File: config.mk
export PLATFORM = sky130hd
export DESIGN_NAME = rep_sequencer
export DESIGN_NICKNAME = d
export VERILOG_FILES = /design/src/rtl/rep_sequencer_pkg.sv /design/src/rtl/rep_counter.sv /design/src/rtl/rep_sequencer.sv
export SDC_FILE = /design/constraint.sdc
export NUM_CORES = 1
export LEC_CHECK = 0
export CAP_MARGIN = 20
export CORE_MARGIN = 3
export CORE_UTILIZATION = 30
export DETAILED_ROUTE_END_ITERATION = 6
export SYNTH_ARGS = -nofsm -noshare
export SYNTH_HDL_FRONTEND = slang
export SYNTH_SLANG_ARGS = --single-unit
File: constraint.sdc
create_clock -name clk -period 3.1 [get_ports clk]
set_input_delay 0.31 -clock clk [delete_from_list [all_inputs] [get_ports clk]]
set_output_delay 0.31 -clock clk [all_outputs]
set_load 0.005 [all_outputs]
File: src/rtl/rep_sequencer_pkg.sv
// Shared decode definitions for the REP string-instruction sequencer:
// FSM state encoding and the constant ECX writeback descriptor.
package rep_sequencer_pkg;

   typedef enum logic [2:0] {
      IDLE     = 3'd0,
      WAIT_ECX = 3'd1,
      CHECK    = 3'd2,
      ISSUE    = 3'd3,
      YIELD    = 3'd4
   } state_t;

   localparam logic [2:0] ECX_REG_ID    = 3'b001;
   localparam logic [2:0] WB_SIZE_DWORD = 3'd3;

endpackage

File: src/rtl/rep_counter.sv
// Loadable 32-bit down-counter holding the remaining REP iteration count.
module rep_counter (
   input  logic        clk,
   input  logic        reset,
   input  logic        load,
   input  logic [31:0] load_value,
   input  logic        dec,
   output logic [31:0] count,
   output logic        is_zero,
   output logic        is_one
);

   always_ff @(posedge clk or posedge reset) begin
      if (reset) begin
         count <= '0;
      end else if (load) begin
         count <= load_value;
      end else if (dec) begin
         count <= count - 32'd1;
      end
   end

   assign is_zero = (count == 32'd0);
   assign is_one  = (count == 32'd1);

endmodule

File: src/rtl/rep_sequencer.sv
// Holds one REP string instruction between decode stages 0 and 1, issuing one
// stage-1 transaction per iteration with ECX writeback and interrupt yielding.
module rep_sequencer
   import rep_sequencer_pkg::*;
#(
   parameter int unsigned IADDRW = 32
) (
   input  logic              clk,
   input  logic              reset,
   input  logic              flush,
   input  logic              in_valid,
   output logic              in_ready,
   input  logic              in_rep,
   input  logic              in_string_op,
   input  logic [IADDRW-1:0] in_pc,
   input  logic [31:0]       ecx_register,
   input  logic              busy_ahead,
   input  logic              pending_int,
   output logic              hold_int,
   output logic              int_window,
   output logic [IADDRW-1:0] resume_pc,
   input  logic              int_taken,
   output logic              out_valid,
   input  logic              out_ready,
   output logic              out_last,
   output logic              wb_valid,
   output logic [2:0]        wb_reg,
   output logic [31:0]       wb_data,
   output logic [2:0]        wb_size,
   output logic [31:0]       iter_count
);

   state_t      state, next_state;
   logic [31:0] count;
   logic        cnt_zero, cnt_one;
   logic        load, dec;
   logic        rep_instr;

   rep_counter u_counter (
      .clk        (clk),
      .reset      (reset),
      .load       (load),
      .load_value (ecx_register),
      .dec        (dec),
      .count      (count),
      .is_zero    (cnt_zero),
      .is_one     (cnt_one)
   );

   assign rep_instr  = in_valid & in_rep & in_string_op;
   assign wb_reg     = ECX_REG_ID;
   assign wb_size    = WB_SIZE_DWORD;
   assign iter_count = count;

   always_ff @(posedge clk or posedge reset) begin
      if (reset) begin
         state <= IDLE;
      end else if (flush) begin
         state <= IDLE;
      end else begin
         state <= next_state;
      end
   end

   always_comb begin
      next_state = state;
      load       = 1'b0;
      dec        = 1'b0;
      in_ready   = 1'b0;
      hold_int   = 1'b0;
      int_window = 1'b0;
      resume_pc  = '0;
      out_valid  = 1'b0;
      out_last   = 1'b0;
      wb_valid   = 1'b0;
      wb_data    = '0;

      case (state)
         IDLE: begin
            out_last = 1'b1;
            if (rep_instr) begin
               next_state = WAIT_ECX;
            end else begin
               out_valid = in_valid;
               in_ready  = out_ready;
            end
         end
         WAIT_ECX: begin
            hold_int = 1'b1;
            if (!busy_ahead) next_state = CHECK;
         end
         CHECK: begin
            hold_int = 1'b1;
            load     = 1'b1;
            if (ecx_register == 32'd0) begin
               in_ready   = 1'b1;
               next_state = IDLE;
            end else begin
               next_state = ISSUE;
            end
         end
         ISSUE: begin
            out_last = cnt_one;
            if (pending_int) begin
               next_state = YIELD;
            end else begin
               // cnt_zero is unreachable here; gating on it keeps count from wrapping
               out_valid = ~cnt_zero;
               if (out_ready && !cnt_zero) begin
                  dec      = 1'b1;
                  wb_valid = 1'b1;
                  wb_data  = count - 32'd1;
                  if (cnt_one) begin
                     in_ready   = 1'b1;
                     next_state = IDLE;
                  end
               end
            end
         end
         YIELD: begin
            int_window = 1'b1;
            resume_pc  = in_pc;
            if (int_taken) begin
               in_ready   = 1'b1;
               next_state = IDLE;
            end else if (!pending_int) begin
               next_state = ISSUE;
            end
         end
         default: next_state = IDLE;
      endcase

      // flush cancels any handshake or writeback in its cycle and freezes count
      if (flush) begin
         load      = 1'b0;
         dec       = 1'b0;
         in_ready  = 1'b0;
         out_valid = 1'b0;
         wb_valid  = 1'b0;
         wb_data   = '0;
      end

      if (reset) begin
         in_ready   = 1'b0;
         hold_int   = 1'b0;
         int_window = 1'b0;
         resume_pc  = '0;
         out_valid  = 1'b0;
         out_last   = 1'b0;
         wb_valid   = 1'b0;
         wb_data    = '0;
      end
   end

endmodule

==> key figures, run 1 <==
Worst setup path
  • Setup crit start kind: flop
  • Reg2reg setup slack: approximately 210 ps
  • CP Capture Point: wb_data[18]
  • Max FO, Critical Path: 7
  • Origin of the worst setup path: u_counter.count[19]
  • Critical path capture point type: output pin
  • CP Class: reg2out
  • R2R cell count: 7
  • R2R Path Start: u_counter.count[19]
  • Crit path DAT: roughly 2800 ps
  • Worst Path Required: roughly 2800 ps
  • Reg-to-reg endpoint: u_counter.count[25]

STA
  • Crit path time final: between 3000 and 4000 ps
  • Final WS setup: between 20 and 30 ps
  • Final Hold Vio Count: 0
  • Max Slew Vio Count: 0
  • Tcrit/Tclk final: slightly below 100%
  • Final-report setup violation count: 0
  • Worst slew margin: 53.7%
  • Measured slew at the worst slew-check pin: 688 ps
  • Max Fclk: 325 MHz
  • Setup TNS: 0 ps
  • Clock Skew: 4.83 ps
  • RSZ-0062 raised after global routing: true

Drt
  • Avg WL per Cell: 17.1 µm
  • Vias post-DR: 4299
  • Routed Antenna Nets: 0
  • WL final: 13900 µm
  • Vias per Instance: ~5.3
  • Post-detailed-route DRC marker count: 0
  • Initial DRC count: 225
  • Pre-antenna DRT Iters: 4

Clocking
  • Hold buffers post-CTS: 0
  • Htree depth: 2
  • CTS root buf: clkbuf_16
  • Clock sink count: 35
  • Clk Latency, worst-skew pair: 280 ps
  • CTS buffer count: 5
  • Clock Path Buffers: 2
  • CTS tree: yes
  • Clk slew on worst S/H paths: around 50 ps

Logic synthesis
  • Post-synth EDFFs: 0
  • Prevailing post-synth register cell: dfrtp_1
  • Mapped Area: 3380 µm²
  • Mapped Avg Cell Area: 7.91 µm²
  • Yosys reg bits: 35
  • Synth cell types: 64
  • Register area share after synthesis: 25.9%
  • Proportion of synthesized flip-flops having asynchronous set or reset: 100%
  • Syn Inst Count: 427
  • Yosys warns: 0

Pwr
  • Max rail drop VDD: around 270 µV
  • P_leak: 0.00271 µW
  • Int Power: 1680 µW
  • PwrDens: between 400 and 500 nW/µm²
  • Reg power frac: a little under a quarter
  • Net switching power: approximately 920 µW
  • Total power: 2600 µW
  • Net Sw Frac: 35.3%
  • Clock Power Share: 18.8%
  • Comb power frac: 57.2%

Global routing
  • Largest net degree at the start of global routing: 41
  • GRT Util Overall: 21.1%
  • Global-route wire length before repair: 22000 µm
  • Layer with the highest usage: met2
  • Met1 GRT Util: a little over a quarter
  • Total gr overflow: 0
  • Vias in the first global route: 4236
  • Met3 GRT Util: 4.53%
  • Initial antenna violation count: 0
  • M2 GR Usage: approximately 36%

Hold path
  • Worst hold-check path type: reg2reg

Place
  • PortBufs: 175
  • DP Worst Slack: -178 ps
  • Hpwl dp: 10600 µm
  • RD Place Congestion: 0.892

Run
  • Max-cap violations: 0

Cells and area
  • Area grow syn2layout: 82.5%
  • Fill cells: 1011
  • N_diodes: 0
  • Share of layout cells above drive strength 1: 22.0%
  • Nets@finish: 745

Die
  • I/O pin count: 182
  • Die W: 112 µm
  • Initial Util: 30.9%
  • CORE AREA: 10900 µm²
  • Row cnt: 38
  • Die height: 112 µm
  • Die area: 12600 µm²

Outcome
  • Status: complete, no violations
-- final cells by class --
class                      count  area, µm²  area share, %
inverter                      11       43.8          0.711
tap                          140        175           2.84
clock buffer                   6        139           2.25
timing repair buffer         274       2550           41.4
multi-input combinational    342       2370           38.5
clock inverter                 1       5.00         0.0812
sequential                    35        876           14.2
-- metal layers --
layer	vias to the layer above	part of all wire (%)
li1	2051	-
met1	2035	42
met2	190	48
met3	23	7.6
met4	0	1.9
met5	-	0
-- critical path, cell delays in order (launching register included) --
cell and delay [ps]:
dfrtp_1 380, or3_4 390, or4b_4 550, buf_6 160
o31a_1 330, nand2_4 130, buf_4 130, buf_8 110
nor2_1 50, dlygate4sd2_1 260
-- kinds of logic after synthesis --
family	Yosys count	share of synthesized area, %
buf+inv	54	8.34
other cells	2	0.222
mux	14	4.67
flops	35	25.9
simple gates	219	36.7
fa+ha+maj	2	0.741
xor+xnor	21	5.45
compound gates	80	17.9
-- flip-flops by register name, summed over array words and instances, names as in the netlist --
signal and flops:
state 3, u_counter.count 32
-- through the flow --
stage | std cells | hold WS (ps) | instance area (µm²) | util [%]
4_1_cts | 802 | 629 | 6010 | 55.0
2_1_floorplan | 431 | 426 | 3390 | -
6_report | 809 | 624 | 6160 | 56.3
5_1_grt | 809 | 652 | 6160 | 56.3
3_3_place_gp | 783 | 597 | 5680 | 51.9
3_5_place_dp | 783 | 614 | 5680 | 51.9
-- cell usage in the layout (no fill, tap or decap), types with 5 or more instances in the layout --
master           synthesis  layout
nor3_1                  16      16
nand3_1                 13      11
inv_1                   11       8
nand2_1                 26      25
clkbuf_16                0       5
buf_6                    6       6
dlymetal6s2s_1           0      10
mux2i_1                  9       9
xor2_1                   7       7
buf_4                    6      90
dfrtp_1                 35      35
nor3b_1                  7       7
or4_1                   11       8
nor4_1                  25      21
clkdlybuf4s50_1          0     139
nor2_1                  42      40
or3_4                    1       5
o21ai_0                 14      12
xnor2_1                 14      14
or3_1                   15      11
a221o_1                 13      13
clkdlybuf4s15_1          0       8
dlygate4sd2_1            0      15
conb_1                   2       6
a21oi_1                 13      11
a21o_1                   5       5
and2_1                  34      34
-- how the worst min path moves through the flow --
stage | from | to | slack (ps) | cells after the start
floorplan | ecx_register[26] | u_counter.count[26] | 430 | 2
global placement | u_counter.count[11] | u_counter.count[11] | 600 | 2
detailed placement | u_counter.count[11] | u_counter.count[11] | 610 | 2
CTS | u_counter.count[11] | u_counter.count[11] | 630 | 2
global route | u_counter.count[11] | u_counter.count[11] | 650 | 2
finish | u_counter.count[11] | u_counter.count[11] | 620 | 2
-- Yosys cell counts, drive strengths merged (3+ instances only) --
cell | n | area share [%]
nor2 | 42 | 4.7
dfrtp | 35 | 26
and2 | 34 | 6.3
nand2 | 26 | 2.9
nor4 | 25 | 4.6
buf | 22 | 4.8
clkbuf | 21 | 2.3
nor3 | 16 | 2.4
or3 | 16 | 3.1
o21ai | 14 | 2.1
xnor2 | 14 | 3.6
a21oi | 13 | 1.9
a221o | 13 | 3.9
nand3 | 13 | 1.9
inv | 11 | 1.2
or4 | 11 | 2.4
mux2i | 9 | 2.7
nor3b | 7 | 1.6
xor2 | 7 | 1.8
a21o | 5 | 1.1
mux2 | 5 | 2.0
nand4 | 5 | 1.1
a211o | 4 | 1.0
nand3b | 4 | 0.89
nor2b | 4 | 0.74
o211ai | 4 | 0.89
o31ai | 4 | 1.3
nor4b | 3 | 0.78
o21a | 3 | 0.67
o41ai | 3 | 0.78
-- power groups by stage --
stage	clock, µW	sequential (µW)	combinational [µW]
after CTS	498	620	1430
after detailed placement	0	625	1370
after global routing	521	632	1610
after global placement	0	622	1350
final	488	621	1490
after floorplan	0	700	555
-- repair_timing --
action / 4_1_cts / 5_1_grt
gates cloned: 1 / 0
endpoints found under the setup margin: 36 / 30
setup buffers: 11 / 7
hold endpoints to repair: 0 / 0
pin swaps: 3 / 7
gates resized for setup: 53 / 44
Note: power is estimated with default switching activity, not from simulation.
==> run 2, diff against run 1 <==
--- a/config.mk
+++ b/config.mk
@@ -5,10 +5,13 @@
 export SDC_FILE = /design/constraint.sdc
 export NUM_CORES = 1
 export LEC_CHECK = 0
+export ABC_AREA = 1
 export CAP_MARGIN = 20
 export CORE_MARGIN = 3
 export CORE_UTILIZATION = 30
 export DETAILED_ROUTE_END_ITERATION = 6
+export PLACE_DENSITY = 0.65
 export SYNTH_ARGS = -nofsm -noshare
 export SYNTH_HDL_FRONTEND = slang
 export SYNTH_SLANG_ARGS = --single-unit
+export TNS_END_PERCENT = 10
==> constraint.sdc (replaced) <==
create_clock -name clk -period 2.95 [get_ports clk]
set_input_delay 0.295 -clock clk [delete_from_list [all_inputs] [get_ports clk]]
set_output_delay 0.295 -clock clk [all_outputs]
set_load 0.005 [all_outputs]
==> run 2 against run 1 <==
Against the previous run:
- sequential cell count did not move
- worst setup slack improved by 47 ps
- via count fell by 6.7%
- register-to-register slack improved by 570 ps
- clock skew rose by 6.7 ps
- worst hold slack got worse by 250 ps
- critical path type unchanged
- largest cell class is now multi-input combinational cells
- highest routed layer unchanged
==> key figures, run 2 <==
Drt
  • Vias per Instance: 4.57
  • Initial DRC count: approximately 210
  • Pre-antenna DRT Iters: 5
  • WL final: about 12000 µm
  • Avg WL per Cell: 14.0 µm
  • Vias post-DR: approximately 4000
  • Routed Antenna Nets: 0
  • Post-detailed-route DRC marker count: 0

Die
  • Die W: between 100 and 150 µm
  • Die height: 110 µm
  • Die area: around 12000 µm²
  • CORE AREA: approximately 10000 µm²
  • I/O pin count: 182
  • Initial Util: 31.0%
  • Row cnt: 37

Place
  • DP Area: 5090 µm²
  • Post-Place Cells: 865
  • Hpwl dp: just under 10000 µm
  • PortBufs: 175
  • RD Place Congestion: 0.935

Global routing
  • Global-route wire length before repair: around 20000 µm
  • Total gr overflow: 0
  • Vias in the first global route: 3920
  • Largest net degree at the start of global routing: 36
  • GRT Util Overall: 20.5%
  • Initial antenna violation count: 0

Clocking
  • CTS tree: yes
  • Clk Latency, worst-skew pair: 290 ps
  • CTS buffer count: 5
  • Clock sink count: 35
  • CTS root buf: clkbuf_8
  • Hold buffers post-CTS: 0
  • Htree depth: 2
  • Clk slew on worst S/H paths: around 80 ps
  • Clock Path Buffers: 2

Cells and area
  • Most frequent cells in the layout: nand2_1, clkdlybuf4s50_1, nor2_1, nand3_1, inv_1
  • Share of layout cells above drive strength 1: 7.15%
  • N_diodes: 0
  • Max reg flops: 32
  • Final core occ: 51.0%
  • Nets@finish: 816
  • Commonest non-fill, non-tap cell in the layout: nand2_1
  • Final Non-Filler Cells: 877
  • Final Instance Area: 5290 µm²
  • Biggest regs: u_counter.count x32, state x3
  • Area grow syn2layout: 64.5%
  • Register name with the most flops: u_counter.count

Logic synthesis
  • Prevailing post-synth register cell: dfrtp_1
  • Register area share after synthesis: 27.2%
  • Mapped Avg Cell Area: 5.70 µm²
  • Cell taking the most area after synthesis: dfrtp_1
  • Post-synth EDFFs: 0
  • Synth cell count leaders: nand2_1, nor2_1, nand3_1, inv_1, dfrtp_1
  • Yosys reg bits: 35
  • Count leader, synth: nand2_1
  • Yosys top cell area share: a little over a quarter
  • Yosys warns: 0
  • Largest cells by area after synthesis: dfrtp_1, nand2_1, nor2_1, nand3_1, inv_1
  • Proportion of synthesized flip-flops having asynchronous set or reset: between 90% and 100%
  • Syn Inst Count: 564
  • Synth cell types: 32
  • Mapped Area: 3210 µm²

Worst setup path
  • Reg2reg setup slack: 780 ps
  • CP Class: reg2out
  • Worst Path Required: 2650 ps
  • Crit path DAT: 2580 ps
  • R2R Path Start: u_counter.count[2]
  • Critical path capture point type: output pin
  • Setup crit start kind: flop
  • Reg-to-reg endpoint: u_counter.count[24]
  • Max FO, Critical Path: 12
  • R2R cell count: 12

STA
  • Final Hold Vio Count: 0
  • Tcrit/Tclk final: 97.5%
  • RSZ-0062 raised after global routing: true
  • Crit path time final: between 2000 and 3000 ps
  • Final-report setup violation count: 0
  • Max Slew Vio Count: 0
  • Clock Skew: 11.5 ps
  • Max Fclk: around 350 MHz

Run
  • Max-cap violations: 0

Pwr
  • Max rail drop VDD: 364 µV
  • Total power: 3300 µW
  • PwrDens: about 620 nW/µm²
  • P_leak: 0.00241 µW

Outcome
  • Status: complete, no violations

Hold path
  • Worst hold-check path type: in2async
[run 2: cell families (layout without fill, tap and decap cells)]
logic type	after synthesis	after routing	share of synthesized area (%)
fa+ha+maj	2	2	0.778
buf+inv	67	240	9.38
compound gates	26	26	4.87
simple gates	408	408	51.0
xor+xnor	24	24	6.54
other cells	2	6	0.234
flops	35	35	27.2
[run 2: layout make-up]
type                    instances  area (µm²)
fillers                      1070        5080
multi-input cells             466        2100
repair buffers                189        1860
flip-flops and latches         35         877
inverters                      43         171
well taps                     136         170
clock buffers                   7        96.3
clock inverters                 1        7.51
[run 2: timing repair]
action / 4_1_cts / 5_1_grt
pin swaps: 0 / 3
buffers inserted: 0 / 4
setup endpoints to repair: 25 / 30
resized for setup: 5 / 20
[run 2: worst max path at each step]
stage | cells past startpoint | start | to
after global routing | 12 | u_counter.count[0] | wb_data[18]
after CTS | 13 | u_counter.count[0] | wb_data[15]
after global placement | 12 | u_counter.count[0] | wb_data[18]
after detailed placement | 12 | u_counter.count[0] | wb_data[18]
after floorplan | 12 | u_counter.count[0] | wb_data[18]
final | 12 | u_counter.count[0] | wb_data[18]
[run 2: stage by stage]
stage | setup slack, ps | setup TNS (ps) | hold slack (ps)
3_3_place_gp | 162 | 0 | 544
3_5_place_dp | 86.3 | 0 | 539
5_1_grt | -80.4 | -1120 | 445
2_1_floorplan | 953 | 0 | 428
4_1_cts | -19.7 | -31.0 | 386
6_report | 72.3 | 0 | 374
[run 2: critical path: stages, from the launching register on]
cell             delay, ps
dfrtp_2                390
inv_1                   70
ha_1                   230
nand2_2                140
nor2_4                  70
nand2_2                100
nor2_2                  50
nor2_2                 160
nand2_4                 80
inv_6                  100
nand2_2                190
nor2_1                 180
clkdlybuf4s50_1        520
[run 2: power by group]
part / internal, µW / switching, µW
clock: 213 / 184
sequential: 689 / 336
combinational: 916 / 960
[run 2: layer usage]
| metal | part of all wire (%) | routed length, µm | track usage (%) | vias up |
|---|---|---|---|---|
| met3 | 5.9 | 724 | 2.82 | 12 |
| met1 | 46 | 5610 | 29.7 | 1790 |
| li1 | - | - | - | 2066 |
| met2 | 47 | 5830 | 32.3 | 142 |
| met5 | 0 | 0 | 0 | - |
| met4 | 1.2 | 142 | 4.36 | 0 |
==> run 3, diff against run 2 <==
--- a/config.mk
+++ b/config.mk
@@ -7,7 +7,7 @@
 export LEC_CHECK = 0
 export ABC_AREA = 1
 export CAP_MARGIN = 20
-export CORE_MARGIN = 3
+export CORE_MARGIN = 2
 export CORE_UTILIZATION = 30
 export DETAILED_ROUTE_END_ITERATION = 6
 export PLACE_DENSITY = 0.65
==> run 3 against run 2 <==
Against the previous run:
- power down 1.6%
- core utilization down 0.42 points
- cell count down 0.23%
- fmax up 3.8%
- die area down 3.6%
- clock power down 11%
- sequential cell count unchanged
- count of clock-buffer cells in the layout unchanged
- wire length about the same
- critical path type unchanged
==> key figures, run 3 (synthesis results as in run 2) <==
STA
  • Max Slew Vio Count: 0
  • Max Fclk: 361 MHz
  • Measured slew at the worst slew-check pin: between 500 and 600 ps
  • Final-report setup violation count: 0
  • RSZ-0062 raised after global routing: true
  • Crit path time final: roughly 2800 ps
  • Clock Skew: 5.22 ps
  • Worst slew margin: roughly three fifths
  • Final Hold Vio Count: 0
  • Setup TNS: 0 ps
  • Tcrit/Tclk final: 94.0%

Global routing
  • Global-route wire length before repair: 19600 µm
  • Total gr overflow: 0
  • Vias in the first global route: 4009
  • Largest net degree at the start of global routing: 58
  • GRT Util Overall: between 20% and 30%
  • Initial antenna violation count: 0

Die
  • Die area: ~12000 µm²
  • Row cnt: 37
  • CORE AREA: 10400 µm²
  • Die height: 108 µm
  • Die W: 108 µm
  • I/O pin count: ~180
  • Initial Util: 31.0%

Worst setup path
  • Max FO, Critical Path: 12
  • Setup crit start kind: flop
  • Crit path DAT: 2480 ps
  • CP Class: reg2out
  • Origin of the worst setup path: u_counter.count[1]
  • Critical path capture point type: output pin
  • R2R Path Start: u_counter.count[4]
  • Worst Path Required: 2650 ps

Clocking
  • Clock sink count: 35
  • Hold buffers post-CTS: 0
  • CTS buffer count: 5
  • CTS tree: yes
  • Clk Latency, worst-skew pair: just under 300 ps
  • CTS root buf: clkbuf_8
  • Clock Path Buffers: 2
  • Clk slew on worst S/H paths: 80 ps
  • Htree depth: 2

Drt
  • Vias post-DR: 4117
  • Vias per Instance: 4.71
  • WL final: around 12000 µm
  • Avg WL per Cell: between 10 and 15 µm
  • Initial DRC count: 245
  • Pre-antenna DRT Iters: 5
  • Post-detailed-route DRC marker count: 0
  • Routed Antenna Nets: 0

Cells and area
  • Most frequent cells in the layout: nand2_1, clkdlybuf4s50_1, nor2_1, nand3_1, inv_1
  • Nets@finish: between 800 and 900
  • Register area: between 800 and 900 µm²
  • Share of layout cells above drive strength 1: 5.68%
  • Register name with the most flops: u_counter.count
  • Fill cells: 1063
  • Final Non-Filler Cells: 875
  • Biggest regs: u_counter.count x32, state x3
  • Max reg flops: 32
  • Commonest non-fill, non-tap cell in the layout: nand2_1
  • N_diodes: 0
  • Area grow syn2layout: 63.2%
  • Multi-input gate area: 2080 µm²

Outcome
  • Status: complete, no violations

Pwr
  • Total power: about 3200 µW
  • PwrDens: around 620 nW/µm²
  • P_leak: 0.00241 µW
  • Max rail drop VDD: roughly 330 µV

Place
  • Post-Place Cells: 864
  • PortBufs: 175
  • Hpwl dp: 9750 µm
  • RD Place Congestion: 0.953

Hold path
  • Worst hold-check path type: in2async

Run
  • Max-cap violations: 0
==> run 3: repair_timing <==
item / CTS / global route
pin swaps: 0 / 3
hold endpoints to repair: 0 / 0
gates resized for setup: 2 / 16
setup endpoints to repair: 15 / 30
setup buffers: 1 / 2
==> run 3: final timing paths <==
check	end	slack, ps	cells past startpoint
max reg2reg	u_counter.count[2]	830	12
min	u_counter.count[25]	210	3
min in group clk	state[0]	580	2
max in group asynchronous	u_counter.count[5]	2410	3
max	wb_data[18]	180	12
min reg2reg	state[0]	580	2
==> run 3: area by class of cell <==
| class | count | share of cell area [%] |
|---|---|---|
| Timing Repair Buffer | 187 | 35.5 |
| Tap cell | 136 | 3.24 |
| Clock buffer | 7 | 1.46 |
| Sequential cell | 35 | 16.7 |
| Clock inverter | 1 | 0.0954 |
| Multi-Input combinational cell | 466 | 39.7 |
| Inverter | 43 | 3.27 |
==> run 3: worst max-delay path, stage by stage (launching register included) <==
cell             delay, ps
dfrtp_1                370
inv_1                   80
ha_2                   190
nand2_2                100
nor2_4                  60
nand2_2                100
nor2_2                  50
nor2_2                 160
nand2_4                 80
inv_6                  100
nand2_2                190
nor2_1                 180
clkdlybuf4s50_1        520
==> run 3: where the power goes <==
| group | switching (µW) | internal, µW |
|---|---|---|
| clock network | 186 | 166 |
| registers | 320 | 688 |
| logic | 970 | 915 |
| total | 1480 | 1770 |
==> run 3: per-stage QoR <==
step | hold slack [ps] | setup slack (ps) | area (µm²) | utilization, %
after floorplan | 428 | 953 | 3230 | -
after global placement | 523 | 165 | 5090 | 49.1
after detailed placement | 512 | 115 | 5090 | 49.1
after CTS | 223 | 26.3 | 5190 | 50.0
after global routing | 286 | -27.4 | 5250 | 50.6
final | 214 | 177 | 5250 | 50.6
==> run 3: per-layer routing <==
layer  up-vias  GRT usage [%]  wire length, µm
met3        17           3.45              654
met4         0           5.31              206
met2       143           34.8             5930
met1      1892           28.3             5500
li1       2065              -                -
met5         -              0                0
==> RTL change: new RTL, settings of run 2 <==
Set the parameter `IADDRW` to 64 (it was 32).
--- a/src/rtl/rep_sequencer.sv
+++ b/src/rtl/rep_sequencer.sv
@@ -3,7 +3,7 @@
 module rep_sequencer
    import rep_sequencer_pkg::*;
 #(
-   parameter int unsigned IADDRW = 32
+   parameter int unsigned IADDRW = 64
 ) (
    input  logic              clk,
    input  logic              reset,
Ports: changed (resized in_pc and resume_pc); port bits go from 182 to 246. The function was not compared with the original's and may differ.
==> RTL change against run 2 <==
Count of clock-buffer cells in the layout did not move; area after synthesis is 16% higher; global-route usage rose by 2.6 points; sequential share of layout area shrank 3.0 points; sequential cell count unchanged; worst setup slack improved by 0.086 ns; cell area rose by 22%; clock power up 30%; critical path depth down 3; wire length rose by 32%; via count is 22% higher; sequential power hardly changed; power rose by 10%.
==> RTL change: results (changes against run 2) <==
metric	value	unit	change
status	completed		unchanged
register area share after synthesis	23.4	%	was 27.2%
crit-path max FO	6		was 12
Synth top cells by count	nor2_1, nand2_1, inv_1		was nand2_1, nor2_1, nand3_1
Ys Warns	0		unchanged
first-pass GRT wire length	26100	um	was 19900 um
Yosys cell types	31		was 32
Pleak	2.79	nW	was 2.41 nW
FF-to-FF path depth	13		was 12
xor/xnor share of the synthesized area	5.63	%	was 6.54%
Post-DP HPWL	13100	um	was 9880 um
Layout Cells excl Fill	1080		was 877
relative slew slack	48.6	%	
GP Congestion	0.923		was 0.935
clk buf depth	2		unchanged
pin count of the biggest net entering global routing	79		was 36
Fill cells	1247		was 1070
Synth Area in Adders	0.670	%	was 0.779%
drt pass-1 iters	6		was 5
clock slew at reported path FFs	0.06	ns	was 0.08 ns
Starting Density	30.8	%	was 31.0%
Psw	1.65	mW	was 1.48 mW
PortBufs	239		was 175
Via density	4.55		was 4.57
Post-Route Skew	0.00561	ns	was 0.0115 ns
mux contribution to synthesized area	0	%	unchanged
post-synthesis compound-gate area fraction	5.89	%	was 4.87%
flop-to-flop setup slack	0.58	ns	was 0.78 ns
wire length per cell	15.0	um	was 14.0 um
reg2reg start	u_counter.count[1]		was u_counter.count[2]
Area contributors post-synth	dfrtp_1, nor2_1, nand2_1		was dfrtp_1, nand2_1, nor2_1
Critical R2R Capture	u_counter.count[21]		was u_counter.count[24]
maximum vdd drop	0.355	mV	was 0.364 mV
layout cells sized above 1	5.70	%	was 7.15%
TritonCTS buffer count	5		unchanged
number of global-route vias before repair	4732		was 3920
Avg Cell Area, Syn	5.47	um2	was 5.70 um2
CTS root buffer	clkbuf_16		was clkbuf_8
final-stage net count	1019		was 816
GR Util All Layers	23.1	%	was 20.5%
drt initial violations	297		was 207
==> RTL change: changes by cell type after synthesis, sizes merged, moves of 8 or more <==
cell   change
inv       +29
nor2      +65
o21ai     +14
xnor2      -8
xor2       +8
==> RTL change: layer usage <==
metal  GRT usage [%]  wire length, um  vias up
met1            33.2             7580     2218
met5               0                0        -
met4            3.44              194        0
li1                -                -     2510
met3            4.18              953       14
met2            36.8             7470      167
==> RTL change: cells by family (layout without fill, tap and decap cells) <==
family                   count (synthesis)  in the layout
AO/OA/AOI/OAI                           37             37
XOR/XNOR                                24             24
adder cells (fa/ha/maj)                  2              2
buffers and inverters                  106            331
flip-flops                              35             35
other                                    2              6
AND/OR/NAND/NOR                        477            477
==> RTL change: worst max-delay path, stage by stage, from the launching register on <==
cell and delay (ns):
dfrtp_1 0.44, nor2_1 0.17, nand2_1 0.12, nor2_4 0.21, nand2_1 0.13, nor2_1 0.19
xor2_1 0.17, nand2_1 0.10, nor2_1 0.16, clkdlybuf4s50_1 0.54
==> RTL change: power by group through the flow <==
| stage | Combinational (mW) | Clock, mW | Sequential (mW) |
|---|---|---|---|
| finish | 2.09 | 0.515 | 1.03 |
| global route | 2.35 | 0.555 | 1.07 |
| CTS | 2.07 | 0.522 | 1.02 |
| detailed placement | 2.05 | 0 | 1.03 |
| global placement | 2.06 | 0 | 1.02 |
| floorplan | 1.14 | 0 | 0.965 |
==> RTL change: worst max path at each step <==
| stage | start | end | slack (ns) |
|---|---|---|---|
| final | u_counter.count[3] | wb_data[29] | 0.16 |
| after global routing | u_counter.count[1] | wb_data[30] | -0.007 |
| after CTS | u_counter.count[1] | wb_data[17] | 0.02 |
| after detailed placement | flush | wb_data[17] | 0.32 |
| after global placement | u_counter.count[3] | wb_data[21] | 0.36 |
| after floorplan | reset | wb_data[12] | 0.86 |
==> RTL change: cell type report <==
type	instances	share of cell area (%)
timing repair buffer	251	38.7
multi-input combinational	546	38.2
sequential	35	13.5
inverter	72	4.18
tap	168	3.25
clock buffer	7	2.05
clock inverter	1	0.0774
==> RTL change: repair_timing <==
action	4_1_cts	5_1_grt
hold buffers	1	0
resized for setup	0	19
endpoints found under the setup margin	0	29
endpoints found under the hold margin	4	0
==> RTL change: metrics by stage <==
step           hold WS (ns)  cell area, um2  setup WS (ns)  util (%)
2_1_floorplan         0.428            3750          0.864         -
3_3_place_gp          0.269            6250          0.358      51.6
3_5_place_dp          0.267            6250          0.319      51.6
4_1_cts               0.546            6400         0.0185      52.8
5_1_grt               0.568            6470       -0.00724      53.4
6_report              0.542            6470          0.158      53.4
